<file path="src/rtl/wave_cmd_pkg.sv">
// Shared constants for the waveform command controller.
// Holds the ASCII opcodes, reply bytes, waveform codes, the argument
// limit for the frequency command and the command FSM state type.
package wave_cmd_pkg;

  localparam logic [7:0] OP_TRIANGLE  = 8'h54;  // 'T'
  localparam logic [7:0] OP_SAWTOOTH  = 8'h53;  // 'S'
  localparam logic [7:0] OP_SQUARE    = 8'h51;  // 'Q'
  localparam logic [7:0] OP_SINE      = 8'h57;  // 'W'
  localparam logic [7:0] OP_NOISE_ON  = 8'h4E;  // 'N'
  localparam logic [7:0] OP_NOISE_OFF = 8'h46;  // 'F'
  localparam logic [7:0] OP_RATE      = 8'h52;  // 'R'
  localparam logic [7:0] OP_STATUS    = 8'h3F;  // '?'

  localparam logic [7:0] REPLY_K = 8'h4B;
  localparam logic [7:0] REPLY_E = 8'h45;

  localparam logic [2:0] WAVE_TRIANGLE = 3'b000;
  localparam logic [2:0] WAVE_SAWTOOTH = 3'b001;
  localparam logic [2:0] WAVE_SQUARE   = 3'b010;
  localparam logic [2:0] WAVE_SINE     = 3'b011;

  localparam logic [7:0] FREQ_MAX = 8'd63;

  typedef enum logic [1:0] {
    IDLE   = 2'd0,
    ARG    = 2'd1,
    REPLY1 = 2'd2,
    REPLY2 = 2'd3
  } cmd_state_t;

endpackage

</file>
<file path="src/rtl/wave_cfg_shadow.sv">
// Shadow/live configuration registers for the waveform generator.
// Writes land in the shadow; the live controls load the whole shadow
// at a phase wrap so the generator never sees a mid-period change.
// Ports:
//   clk, rst                 clock, async active-high reset
//   wr_wave/wave_in          shadow waveform write strobe and value
//   wr_freq/freq_in          shadow frequency write strobe and value
//   wr_noise/noise_in        shadow noise-enable write strobe and value
//   phase_wrap               generator phase accumulator wrap pulse
//   wave_select, freq_select, white_noise_en   live controls
//   cfg_pending              shadow differs from live
module wave_cfg_shadow
  import wave_cmd_pkg::*;
#(
  parameter int WAVE_W = 3,
  parameter int FREQ_W = 6
) (
  input  logic              clk,
  input  logic              rst,
  input  logic              wr_wave,
  input  logic [WAVE_W-1:0] wave_in,
  input  logic              wr_freq,
  input  logic [FREQ_W-1:0] freq_in,
  input  logic              wr_noise,
  input  logic              noise_in,
  input  logic              phase_wrap,
  output logic [WAVE_W-1:0] wave_select,
  output logic [FREQ_W-1:0] freq_select,
  output logic              white_noise_en,
  output logic              cfg_pending
);

  logic [WAVE_W-1:0] sh_wave, sh_wave_nxt;
  logic [FREQ_W-1:0] sh_freq, sh_freq_nxt;
  logic              sh_noise, sh_noise_nxt;
  logic              differs_nxt;

  // Post-write shadow, so a write and a wrap in the same cycle apply
  // the new value at that wrap.
  always_comb begin
    sh_wave_nxt  = wr_wave  ? wave_in  : sh_wave;
    sh_freq_nxt  = wr_freq  ? freq_in  : sh_freq;
    sh_noise_nxt = wr_noise ? noise_in : sh_noise;
    differs_nxt  = (sh_wave_nxt != wave_select) ||
                   (sh_freq_nxt != freq_select) ||
                   (sh_noise_nxt != white_noise_en);
  end

  always_ff @(posedge clk or posedge rst) begin
    if (rst) begin
      sh_wave        <= WAVE_W'(WAVE_TRIANGLE);
      sh_freq        <= '0;
      sh_noise       <= 1'b0;
      wave_select    <= WAVE_W'(WAVE_TRIANGLE);
      freq_select    <= '0;
      white_noise_en <= 1'b0;
      cfg_pending    <= 1'b0;
    end else begin
      sh_wave  <= sh_wave_nxt;
      sh_freq  <= sh_freq_nxt;
      sh_noise <= sh_noise_nxt;
      // With nothing pending the shadow already equals live, so a bare
      // wrap reloads identical values and is a no-op.
      if (phase_wrap) begin
        wave_select    <= sh_wave_nxt;
        freq_select    <= sh_freq_nxt;
        white_noise_en <= sh_noise_nxt;
        cfg_pending    <= 1'b0;
      end else begin
        cfg_pending <= differs_nxt;
      end
    end
  end

endmodule

</file>
<file path="src/rtl/wave_cmd_controller.sv">
// UART command sequencer for the waveform generator.
// Parses command bytes into the shadow configuration, returns K/E or
// two-byte status replies over a valid/ready handshake, and times out
// a missing frequency argument.
// Ports:
//   clk, rst            clock, async active-high reset
//   rx_data, rx_valid   received byte and its one-cycle strobe
//   phase_wrap          generator phase wrap pulse
//   tx_data, tx_valid, tx_ready   reply byte handshake
//   wave_select, freq_select, white_noise_en   live generator controls
//   cfg_pending         shadow awaiting a phase wrap
//   cmd_error           one-cycle pulse per rejected or dropped byte
//
// state  | meaning
// IDLE   | waiting for an opcode byte
// ARG    | 'R' seen, waiting for frequency argument (timed)
// REPLY1 | first (or only) reply byte offered
// REPLY2 | second status byte (live frequency) offered
module wave_cmd_controller
  import wave_cmd_pkg::*;
#(
  parameter int TIMEOUT_CYCLES = 2500000,
  parameter int FREQ_W         = 6,
  parameter int WAVE_W         = 3
) (
  input  logic              clk,
  input  logic              rst,
  input  logic [7:0]        rx_data,
  input  logic              rx_valid,
  input  logic              phase_wrap,
  output logic [7:0]        tx_data,
  output logic              tx_valid,
  input  logic              tx_ready,
  output logic [WAVE_W-1:0] wave_select,
  output logic [FREQ_W-1:0] freq_select,
  output logic              white_noise_en,
  output logic              cfg_pending,
  output logic              cmd_error
);

  localparam int CNT_W = $clog2(TIMEOUT_CYCLES);

  cmd_state_t        state;
  logic [CNT_W-1:0]  arg_cnt;
  logic              status_reply;

  logic              wr_wave, wr_freq, wr_noise, noise_in;
  logic [WAVE_W-1:0] wave_in;
  logic              arg_ok;

  assign arg_ok = (rx_data <= FREQ_MAX);

  always_comb begin
    wr_wave  = 1'b0;
    wave_in  = WAVE_W'(WAVE_TRIANGLE);
    wr_noise = 1'b0;
    noise_in = 1'b0;
    wr_freq  = 1'b0;
    if (state == IDLE && rx_valid) begin
      case (rx_data)
        OP_TRIANGLE:  begin wr_wave = 1'b1; wave_in = WAVE_W'(WAVE_TRIANGLE); end
        OP_SAWTOOTH:  begin wr_wave = 1'b1; wave_in = WAVE_W'(WAVE_SAWTOOTH); end
        OP_SQUARE:    begin wr_wave = 1'b1; wave_in = WAVE_W'(WAVE_SQUARE);   end
        OP_SINE:      begin wr_wave = 1'b1; wave_in = WAVE_W'(WAVE_SINE);     end
        OP_NOISE_ON:  begin wr_noise = 1'b1; noise_in = 1'b1; end
        OP_NOISE_OFF: begin wr_noise = 1'b1; noise_in = 1'b0; end
        default: ;
      endcase
    end
    if (state == ARG && rx_valid && arg_ok) wr_freq = 1'b1;
  end

  wave_cfg_shadow #(
    .WAVE_W(WAVE_W),
    .FREQ_W(FREQ_W)
  ) u_shadow (
    .clk            (clk),
    .rst            (rst),
    .wr_wave        (wr_wave),
    .wave_in        (wave_in),
    .wr_freq        (wr_freq),
    .freq_in        (rx_data[FREQ_W-1:0]),
    .wr_noise       (wr_noise),
    .noise_in       (noise_in),
    .phase_wrap     (phase_wrap),
    .wave_select    (wave_select),
    .freq_select    (freq_select),
    .white_noise_en (white_noise_en),
    .cfg_pending    (cfg_pending)
  );

  always_ff @(posedge clk or posedge rst) begin
    if (rst) begin
      state        <= IDLE;
      arg_cnt      <= '0;
      status_reply <= 1'b0;
      tx_valid     <= 1'b0;
      tx_data      <= 8'h00;
      cmd_error    <= 1'b0;
    end else begin
      cmd_error <= 1'b0;
      case (state)
        IDLE: begin
          arg_cnt <= '0;
          if (rx_valid) begin
            status_reply <= 1'b0;
            state        <= REPLY1;
            tx_valid     <= 1'b1;
            case (rx_data)
              OP_TRIANGLE, OP_SAWTOOTH, OP_SQUARE, OP_SINE,
              OP_NOISE_ON, OP_NOISE_OFF: tx_data <= REPLY_K;
              OP_RATE: begin
                state    <= ARG;
                tx_valid <= 1'b0;
              end
              OP_STATUS: begin
                status_reply <= 1'b1;
                tx_data      <= 8'({white_noise_en, wave_select});
              end
              default: begin
                tx_data   <= REPLY_E;
                cmd_error <= 1'b1;
              end
            endcase
          end
        end
        ARG: begin
          if (rx_valid) begin
            arg_cnt  <= '0;
            state    <= REPLY1;
            tx_valid <= 1'b1;
            if (arg_ok) begin
              tx_data <= REPLY_K;
            end else begin
              tx_data   <= REPLY_E;
              cmd_error <= 1'b1;
            end
          end else if (arg_cnt == CNT_W'(TIMEOUT_CYCLES - 1)) begin
            arg_cnt   <= '0;
            state     <= REPLY1;
            tx_valid  <= 1'b1;
            tx_data   <= REPLY_E;
            cmd_error <= 1'b1;
          end else begin
            arg_cnt <= arg_cnt + 1'b1;
          end
        end
        REPLY1: begin
          if (rx_valid) cmd_error <= 1'b1;
          if (tx_ready) begin
            if (status_reply) begin
              state   <= REPLY2;
              tx_data <= 8'(freq_select);
            end else begin
              state    <= IDLE;
              tx_valid <= 1'b0;
            end
          end
        end
        REPLY2: begin
          if (rx_valid) cmd_error <= 1'b1;
          if (tx_ready) begin
            state        <= IDLE;
            tx_valid     <= 1'b0;
            status_reply <= 1'b0;
          end
        end
        default: state <= IDLE;
      endcase
    end
  end

endmodule

</file>
<file path="config.mk">
export PLATFORM = sky130hd
export DESIGN_NAME = wave_cmd_controller
export DESIGN_NICKNAME = d
export VERILOG_FILES = /design/src/rtl/wave_cmd_pkg.sv /design/src/rtl/wave_cfg_shadow.sv /design/src/rtl/wave_cmd_controller.sv
export SDC_FILE = /design/constraint.sdc
export NUM_CORES = 1
export LEC_CHECK = 0
export CORE_MARGIN = 5
export CORE_UTILIZATION = 51
export DETAILED_ROUTE_END_ITERATION = 10
export PLACE_DENSITY = 0.8
export RECOVER_POWER = 100
export SETUP_SLACK_MARGIN = 0.4
export SYNTH_ARGS = -nofsm -noshare
export SYNTH_HDL_FRONTEND = slang
export SYNTH_SLANG_ARGS = --single-unit
</file>
<file path="constraint.sdc">
create_clock -name clk -period 2.2 [get_ports clk]
set_clock_uncertainty 0.05 [all_clocks]
set_input_delay 0.33 -clock clk [delete_from_list [all_inputs] [get_ports clk]]
set_output_delay 0.33 -clock clk [all_outputs]
set_load 0.01 [all_outputs]
</file>
==> flow_results.xml, run 1 <==
<?xml version="1.0" encoding="UTF-8"?>
<metrics>
  <group name="outcome">
    <metric name="status" unit="">finished, violations left</metric>
    <metric name="failing_checks" unit="">setup timing</metric>
  </group>
  <group name="sta">
    <metric name="timing_worst_slew_pin_value" unit="ns">0.662</metric>
    <metric name="final-setup-viol-count" unit="">25</metric>
    <metric name="final_max_slew_viol_count" unit="">0</metric>
    <metric name="finalWorstSetupSlack" unit="ns">-0.202</metric>
    <metric name="grt_setup_unrepaired" unit="">yes</metric>
    <metric name="slew-limit-headroom" unit="%">55.8</metric>
    <metric name="min_period_over_period" unit="%">109</metric>
    <metric name="max_freq" unit="MHz">416</metric>
    <metric name="post-route-min-period" unit="ns">2.40</metric>
    <metric name="final_hold_vio_count" unit="">0</metric>
  </group>
  <group name="routing">
    <metric name="dr_total_vias" unit="">2880</metric>
    <metric name="detail_route.drc_violations" unit="">0</metric>
    <metric name="wl_per_cell" unit="um">19.0</metric>
    <metric name="first_pass_iters" unit="">4</metric>
    <metric name="detail_route.iter0.violations" unit="">143</metric>
    <metric name="detail_route.vias_per_cell" unit="">5.83</metric>
    <metric name="route.final.wire_length" unit="mm">9.37</metric>
    <metric name="antenna_left" unit="">0</metric>
  </group>
  <group name="critical_path">
    <metric name="setup_crit_end_kind" unit="">register</metric>
    <metric name="critical_path_class" unit="">register to register</metric>
    <metric name="worstPathMaxFanout" unit="">6</metric>
    <metric name="path_buf_inv" unit="">1</metric>
    <metric name="cp_cell_sequence" unit="">or4b_4, nor4b_4, a311o_2, nand2b_4, a2111oi_4, buf_6, mux2_4</metric>
    <metric name="critPathLaunchType" unit="">register</metric>
    <metric name="critical_path.max_stage_delay" unit="ns">0.55</metric>
    <metric name="critical_path.slowest_cell" unit="">sky130_fd_sc_hd__or4b_4</metric>
    <metric name="path_delay_family" unit="">simple AND/OR/NAND/NOR gates</metric>
    <metric name="crit_arrival" unit="ns">2.57</metric>
    <metric name="critical_path_required" unit="ns">2.37</metric>
  </group>
  <group name="cts">
    <metric name="tritoncts" unit="">done</metric>
    <metric name="clock_tree.htree_level_count" unit="">2</metric>
    <metric name="clock_latency_of_the_later_clocked_register_in_the_worst_skew_pair" unit="ns">0.33</metric>
    <metric name="clock_tree.root_cell" unit="">sky130_fd_sc_hd__clkbuf_8</metric>
    <metric name="cts.hold.buffers_added" unit="">0</metric>
    <metric name="clock_tree.buffer_depth" unit="">2</metric>
    <metric name="clk_slew_on_worst_s_h_paths" unit="ns">0.11</metric>
    <metric name="cts_buffers" unit="">5</metric>
    <metric name="cts.sinks" unit="">55</metric>
  </group>
  <group name="synthesis">
    <metric name="synth-edff-count" unit="">0</metric>
    <metric name="ys.warnings.count" unit="">0</metric>
    <metric name="synth_area" unit="um2">3010</metric>
    <metric name="synth_top_area_cells" unit="">sky130_fd_sc_hd__dfrtp_1 (46%), sky130_fd_sc_hd__xor2_1 (6.4%), sky130_fd_sc_hd__nor2_1 (4.7%), sky130_fd_sc_hd__mux2_2 (4.1%), sky130_fd_sc_hd__nand2_1 (2.7%)</metric>
    <metric name="synth.lib_cells_used.distinct" unit="">53</metric>
    <metric name="synth_largest_area_cell" unit="">sky130_fd_sc_hd__dfrtp_1</metric>
    <metric name="share_of_yosys_cell_area_claimed_by_the_top_area_cell_type" unit="%">45.7</metric>
    <metric name="ys_async_sr_fraction" unit="%">100</metric>
    <metric name="postSynthRegisterBits" unit="">55</metric>
    <metric name="synth.net_count" unit="">329</metric>
    <metric name="synth_flop_cell" unit="">sky130_fd_sc_hd__dfrtp_1</metric>
    <metric name="synth_seq_area_share" unit="%">45.7</metric>
    <metric name="syn_inst" unit="">310</metric>
    <metric name="post_synth.cell_area_avg" unit="um2">9.72</metric>
  </group>
  <group name="pwr">
    <metric name="power_per_standard_cell_area" unit="nW/um2">1010</metric>
    <metric name="cellLeakagePower" unit="nW">2.03</metric>
    <metric name="worst_ir_drop_vdd" unit="uV">760</metric>
  </group>
  <group name="floorplan">
    <metric name="io_pins" unit="">34</metric>
    <metric name="rows" unit="">28</metric>
    <metric name="die_width" unit="um">86.9</metric>
    <metric name="core-area" unit="um2">5820</metric>
    <metric name="initial_utilization" unit="%">51.8</metric>
    <metric name="die_h" unit="um">86.9</metric>
    <metric name="die_footprint" unit="um2">7540</metric>
  </group>
  <group name="grt">
    <metric name="wire_length_of_the_first_global_routing_pass" unit="mm">14.0</metric>
    <metric name="grt_start_max_net_pins" unit="">40</metric>
    <metric name="initial_antenna_violation_count" unit="">0</metric>
    <metric name="gr-total-overflow" unit="">0</metric>
    <metric name="global_route.usage.total" unit="%">23.8</metric>
    <metric name="grt_pass1_vias" unit="">2867</metric>
  </group>
  <group name="placed_design">
    <metric name="place.gp.congestion" unit="">0.903</metric>
    <metric name="post_place_instance_area" unit="um2">3930</metric>
    <metric name="hpwlAfterDp" unit="mm">5.57</metric>
    <metric name="placedCellCount" unit="">462</metric>
    <metric name="io_buffer_count" unit="">32</metric>
  </group>
  <group name="finish">
    <metric name="drive_above_1_share" unit="%">38.9</metric>
    <metric name="nNetsFinal" unit="">437</metric>
    <metric name="finalInstanceArea" unit="um2">4550</metric>
    <metric name="utilization" unit="%">78.2</metric>
    <metric name="antennaDiodeCount" unit="">0</metric>
    <metric name="syn2layout_area_growth" unit="%">51.0</metric>
    <metric name="instances_no_fill" unit="">494</metric>
  </group>
  <group name="job">
    <metric name="maxCapViolations" unit="">0</metric>
  </group>
  <group name="min_path">
    <metric name="holdCritPathClass" unit="">input pin to register</metric>
  </group>
</metrics>
-- path summary, 6_finish.rpt --
kind / end / cells after the start / from / slack [ns]
worst min register to register: tx_data[5]$_DFFE_PP0P_ / 2 / tx_data[5]$_DFFE_PP0P_ / 0.47
worst max register to register: tx_data[3]$_DFFE_PP0P_ / 7 / arg_cnt[20]$_DFFE_PP0P_ / -0.20
worst min-delay path: u_shadow.sh_freq[2]$_DFF_PP0_ / 2 / rx_data[2] / 0.39
max in group asynchronous: arg_cnt[20]$_DFFE_PP0P_ / 3 / rst / 0.54
worst max-delay path: tx_data[3]$_DFFE_PP0P_ / 7 / arg_cnt[20]$_DFFE_PP0P_ / -0.20
min in group asynchronous: u_shadow.white_noise_en$_DFFE_PP0P_ / 2 / rst / 0.50
-- power breakdown --
group	switching (W)	internal, W
clock	0.000359	0.000224
sequential	0.000175	0.00123
combinational	0.00129	0.00133
total	0.00183	0.00278
-- worst reg2reg max path: stages, from the launching register on --
cell	delay, ns
sky130_fd_sc_hd__dfrtp_1	0.39
sky130_fd_sc_hd__or4b_4	0.55
sky130_fd_sc_hd__nor4b_4	0.24
sky130_fd_sc_hd__a311o_2	0.27
sky130_fd_sc_hd__nand2b_4	0.07
sky130_fd_sc_hd__a2111oi_4	0.23
sky130_fd_sc_hd__buf_6	0.20
sky130_fd_sc_hd__mux2_4	0.31
-- cells in the mapped netlist, types with 6 or more instances --
library cell / number
sky130_fd_sc_hd__a21oi_1: 15
sky130_fd_sc_hd__clkbuf_1: 11
sky130_fd_sc_hd__dfrtp_1: 55
sky130_fd_sc_hd__ha_1: 6
sky130_fd_sc_hd__inv_1: 20
sky130_fd_sc_hd__mux2_2: 11
sky130_fd_sc_hd__mux2i_1: 8
sky130_fd_sc_hd__nand2_1: 22
sky130_fd_sc_hd__nand3_1: 10
sky130_fd_sc_hd__nor2_1: 38
sky130_fd_sc_hd__o21ai_0: 10
sky130_fd_sc_hd__xnor2_1: 6
sky130_fd_sc_hd__xor2_1: 22
-- layout by cell type, fill, tap and decap left out, drive strengths merged, types with 3 or more instances in the layout --
| master | synthesis | final |
|---|---|---|
| a2111oi | 3 | 3 |
| a211oi | 3 | 3 |
| a21oi | 15 | 15 |
| and2 | 3 | 3 |
| buf | 3 | 83 |
| clkbuf | 11 | 10 |
| clkdlybuf4s50 | 0 | 5 |
| dfrtp | 55 | 55 |
| dlygate4sd2 | 0 | 3 |
| dlygate4sd3 | 0 | 18 |
| ha | 6 | 6 |
| inv | 20 | 20 |
| mux2 | 11 | 11 |
| mux2i | 8 | 8 |
| nand2 | 22 | 22 |
| nand2b | 5 | 5 |
| nand3 | 10 | 10 |
| nand3b | 3 | 3 |
| nor2 | 38 | 38 |
| nor2b | 4 | 4 |
| nor3 | 4 | 4 |
| nor3b | 3 | 3 |
| nor4b | 3 | 3 |
| o21ai | 10 | 10 |
| o31ai | 4 | 4 |
| or4 | 5 | 5 |
| xnor2 | 6 | 6 |
| xor2 | 22 | 22 |
-- area by class of cell --
type,instances,area [um2]
Fill cell,357,1270
Multi-Input combinational cell,221,1900
Clock inverter,2,12.5
Tap cell,75,93.8
Sequential cell,55,1380
Timing Repair Buffer,115,1020
Clock buffer,6,72.6
Inverter,20,75.1
-- cells by family (layout without fill, tap and decap cells) --
| group | Yosys count | in the layout | synth area share [%] |
|---|---|---|---|
| compound gates | 55 | 55 | 13.0 |
| xor+xnor | 28 | 28 | 8.14 |
| fa+ha+maj | 6 | 6 | 2.49 |
| buf+inv | 34 | 143 | 4.40 |
| flops | 55 | 55 | 45.7 |
| mux | 19 | 19 | 6.77 |
| other cells | 1 | 1 | 0.124 |
| simple gates | 112 | 112 | 19.4 |
-- sequential cells by signal, summed over array words and instances (netlist names) --
signal	count
arg_cnt	22
tx_data	7
u_shadow.freq_select	6
u_shadow.sh_freq	6
u_shadow.sh_wave	3
u_shadow.wave_select	3
state	2
cmd_error	1
status_reply	1
tx_valid	1
u_shadow.cfg_pending	1
u_shadow.sh_noise	1
u_shadow.white_noise_en	1
-- stage by stage --
stage | hold WS (ns) | power, W | TNS, ns | setup slack (ns)
after detailed placement | 0.448 | 0.00332 | -5.15 | -0.459
final | 0.391 | 0.00461 | -2.19 | -0.202
after global placement | 0.445 | 0.00325 | -4.51 | -0.358
after floorplan | 0.420 | 0.00256 | -1.04 | -0.207
after CTS | 0.272 | 0.00433 | -2.46 | -0.310
after global routing | 0.415 | 0.00486 | -4.59 | -0.292
-- layer usage --
layer  track usage (%)  part of all wire [%]  vias to the layer above
met4              11.5                   4.4                        0
met3              4.07                   4.4                       37
li1                  -                     -                     1300
met1              28.7                    38                     1443
met2              41.1                    53                      100
met5                 0                     0                        -
-- repair_timing --
| action | 4_1_cts | 5_1_grt |
|---|---|---|
| setup endpoints to repair | 44 | 46 |
| pin swaps | 29 | 28 |
| gates cloned | 1 | 0 |
| gates resized for setup | 60 | 64 |
| buffers inserted | 12 | 11 |
Note: power is estimated with default switching activity, not from simulation.
==> run 2: changes to the inputs <==
--- a/config.mk
+++ b/config.mk
@@ -6,11 +6,14 @@
 export NUM_CORES = 1
 export LEC_CHECK = 0
 export CORE_MARGIN = 5
-export CORE_UTILIZATION = 51
+export CORE_UTILIZATION = 54
+export CTS_CLUSTER_DIAMETER = 200
 export DETAILED_ROUTE_END_ITERATION = 10
-export PLACE_DENSITY = 0.8
+export DONT_BUFFER_PORTS = 1
+export PLACE_DENSITY = 0.76
 export RECOVER_POWER = 100
 export SETUP_SLACK_MARGIN = 0.4
+export SKIP_CTS_REPAIR_TIMING = 1
 export SYNTH_ARGS = -nofsm -noshare
 export SYNTH_HDL_FRONTEND = slang
 export SYNTH_SLANG_ARGS = --single-unit
==> flow_results.xml, run 2 (same netlist as run 1, synthesis figures left out) <==
<?xml version="1.0" encoding="UTF-8"?>
<metrics>
  <group name="min_path">
    <metric name="holdCritPathClass" unit="">input pin to register</metric>
  </group>
  <group name="grt">
    <metric name="grt_pass1_vias" unit="">2450</metric>
    <metric name="initial_antenna_violation_count" unit="">0</metric>
    <metric name="wire_length_of_the_first_global_routing_pass" unit="mm">11.6</metric>
    <metric name="grt_start_max_net_pins" unit="">30</metric>
    <metric name="gr-total-overflow" unit="">0</metric>
    <metric name="global_route.usage.total" unit="%">20.3</metric>
  </group>
  <group name="critical_path">
    <metric name="setup_crit_end_kind" unit="">register</metric>
    <metric name="critical_path_required" unit="ns">2.36</metric>
    <metric name="critical_path_class" unit="">register to register</metric>
    <metric name="critPathLaunchType" unit="">register</metric>
    <metric name="worstPathMaxFanout" unit="">6</metric>
    <metric name="crit_arrival" unit="ns">2.63</metric>
  </group>
  <group name="sta">
    <metric name="grt_setup_unrepaired" unit="">yes</metric>
    <metric name="finalWorstSetupSlack" unit="ns">-0.276</metric>
    <metric name="post-route-min-period" unit="ns">2.48</metric>
    <metric name="slew-limit-headroom" unit="%">34.6</metric>
    <metric name="final_hold_vio_count" unit="">0</metric>
    <metric name="final_max_slew_viol_count" unit="">0</metric>
    <metric name="min_period_over_period" unit="%">113</metric>
    <metric name="timing_worst_slew_pin_value" unit="ns">0.980</metric>
    <metric name="final-setup-viol-count" unit="">18</metric>
    <metric name="max_freq" unit="MHz">404</metric>
    <metric name="finalSetupTns" unit="ns">-2.73</metric>
  </group>
  <group name="finish">
    <metric name="syn2layout_area_growth" unit="%">21.6</metric>
    <metric name="nNetsFinal" unit="">369</metric>
    <metric name="drive_above_1_share" unit="%">23.4</metric>
    <metric name="layout.cells.most_common_list" unit="">sky130_fd_sc_hd__dfrtp_1 (55), sky130_fd_sc_hd__nor2_1 (35), sky130_fd_sc_hd__buf_4 (30), sky130_fd_sc_hd__nand2_1 (22), sky130_fd_sc_hd__xor2_1 (22)</metric>
    <metric name="antennaDiodeCount" unit="">0</metric>
    <metric name="utilization" unit="%">66.9</metric>
    <metric name="finalInstanceArea" unit="um2">3660</metric>
    <metric name="instances_no_fill" unit="">422</metric>
    <metric name="top_register" unit="">arg_cnt</metric>
    <metric name="layout_commonest_cell" unit="">sky130_fd_sc_hd__dfrtp_1</metric>
    <metric name="layout_top_registers" unit="">arg_cnt: 22 flops, tx_data: 7 flops</metric>
    <metric name="largest_register_ffs" unit="">22</metric>
  </group>
  <group name="placed_design">
    <metric name="post_place_instance_area" unit="um2">3450</metric>
    <metric name="io_buffer_count" unit="">0</metric>
    <metric name="hpwlAfterDp" unit="mm">5.08</metric>
    <metric name="place.gp.congestion" unit="">0.832</metric>
    <metric name="placedCellCount" unit="">405</metric>
  </group>
  <group name="cts">
    <metric name="clock_tree.root_cell" unit="">sky130_fd_sc_hd__clkbuf_8</metric>
    <metric name="tritoncts" unit="">done</metric>
    <metric name="clock_tree.htree_level_count" unit="">2</metric>
    <metric name="cts.sinks" unit="">55</metric>
    <metric name="clock_tree.buffer_depth" unit="">2</metric>
    <metric name="clock_latency_of_the_later_clocked_register_in_the_worst_skew_pair" unit="ns">0.32</metric>
    <metric name="clk_slew_on_worst_s_h_paths" unit="ns">0.10</metric>
    <metric name="cts_buffers" unit="">5</metric>
  </group>
  <group name="pwr">
    <metric name="totalPowerFinal" unit="W">0.00391</metric>
    <metric name="cellLeakagePower" unit="nW">1.60</metric>
    <metric name="power_per_standard_cell_area" unit="nW/um2">1070</metric>
    <metric name="worst_ir_drop_vdd" unit="uV">631</metric>
  </group>
  <group name="job">
    <metric name="maxCapViolations" unit="">0</metric>
  </group>
  <group name="floorplan">
    <metric name="die_width" unit="um">84.7</metric>
    <metric name="initial_utilization" unit="%">55.1</metric>
    <metric name="rows" unit="">27</metric>
    <metric name="io_pins" unit="">34</metric>
    <metric name="die_footprint" unit="um2">7170</metric>
    <metric name="die_h" unit="um">84.7</metric>
    <metric name="core-area" unit="um2">5470</metric>
  </group>
  <group name="routing">
    <metric name="route.final.wire_length" unit="mm">7.30</metric>
    <metric name="detail_route.drc_violations" unit="">0</metric>
    <metric name="detail_route.iter0.violations" unit="">111</metric>
    <metric name="dr_total_vias" unit="">2459</metric>
    <metric name="first_pass_iters" unit="">4</metric>
    <metric name="detail_route.vias_per_cell" unit="">5.83</metric>
    <metric name="wl_per_cell" unit="um">17.3</metric>
    <metric name="antenna_left" unit="">0</metric>
  </group>
  <group name="outcome">
    <metric name="failing_checks" unit="">setup timing</metric>
    <metric name="status" unit="">finished, violations left</metric>
  </group>
</metrics>
-- run 2: power breakdown --
part / leakage, nW / internal [W] / switching [W]
sequential: 0.723 / 0.00123 / 0.000230
clock: 0.0513 / 0.000334 / 0.000333
combinational: 0.828 / 0.000881 / 0.000905
-- run 2: critical path: stages (launching register included) --
cell	delay, ns
sky130_fd_sc_hd__dfrtp_1	0.41
sky130_fd_sc_hd__or4b_4	0.56
sky130_fd_sc_hd__nor4b_4	0.25
sky130_fd_sc_hd__a311o_2	0.26
sky130_fd_sc_hd__nand2b_4	0.06
sky130_fd_sc_hd__a2111oi_4	0.25
sky130_fd_sc_hd__buf_6	0.18
sky130_fd_sc_hd__mux2_2	0.34
-- run 2: worst paths after layout --
check | start | endpoint | slack (ns) | depth (start not counted)
setup / recovery | arg_cnt[19]$_DFFE_PP0P_ | tx_data[3]$_DFFE_PP0P_ | -0.28 | 7
hold / removal | phase_wrap | u_shadow.wave_select[0]$_DFFE_PP0P_ | 0.04 | 1
setup reg to reg | arg_cnt[19]$_DFFE_PP0P_ | tx_data[3]$_DFFE_PP0P_ | -0.28 | 7
hold reg to reg | arg_cnt[4]$_DFFE_PP0P_ | arg_cnt[4]$_DFFE_PP0P_ | 0.48 | 1
max in group asynchronous | rst | arg_cnt[13]$_DFFE_PP0P_ | 0.44 | 3
min in group asynchronous | rst | u_shadow.freq_select[2]$_DFFE_PP0P_ | 0.63 | 2
-- run 2: area by class of cell --
type                       instances  area, um2
fill                             420       1810
multi-input combinational        221       1650
sequential                        55       1380
timing repair buffer              47        374
tap                               72       90.1
inverter                          20       75.1
clock buffer                       6       72.6
clock inverter                     1       30.0
-- run 2: through the flow --
stage / worst slack (ns) / hold WS (ns)
after floorplan: -0.207 / 0.420
after global placement: -0.168 / 0.240
after detailed placement: -0.242 / 0.258
after CTS: -0.299 / -0.0896
after global routing: -0.380 / 0.0157
final: -0.276 / 0.0356
-- run 2: metal layers --
layer	vias to the layer above	share of wire [%]	GRT usage, %
met2	63	52	35.4
met1	1216	40	22.9
met4	0	2.9	8.35
met5	-	0	0
met3	19	5.2	6.48
li1	1161	-	-
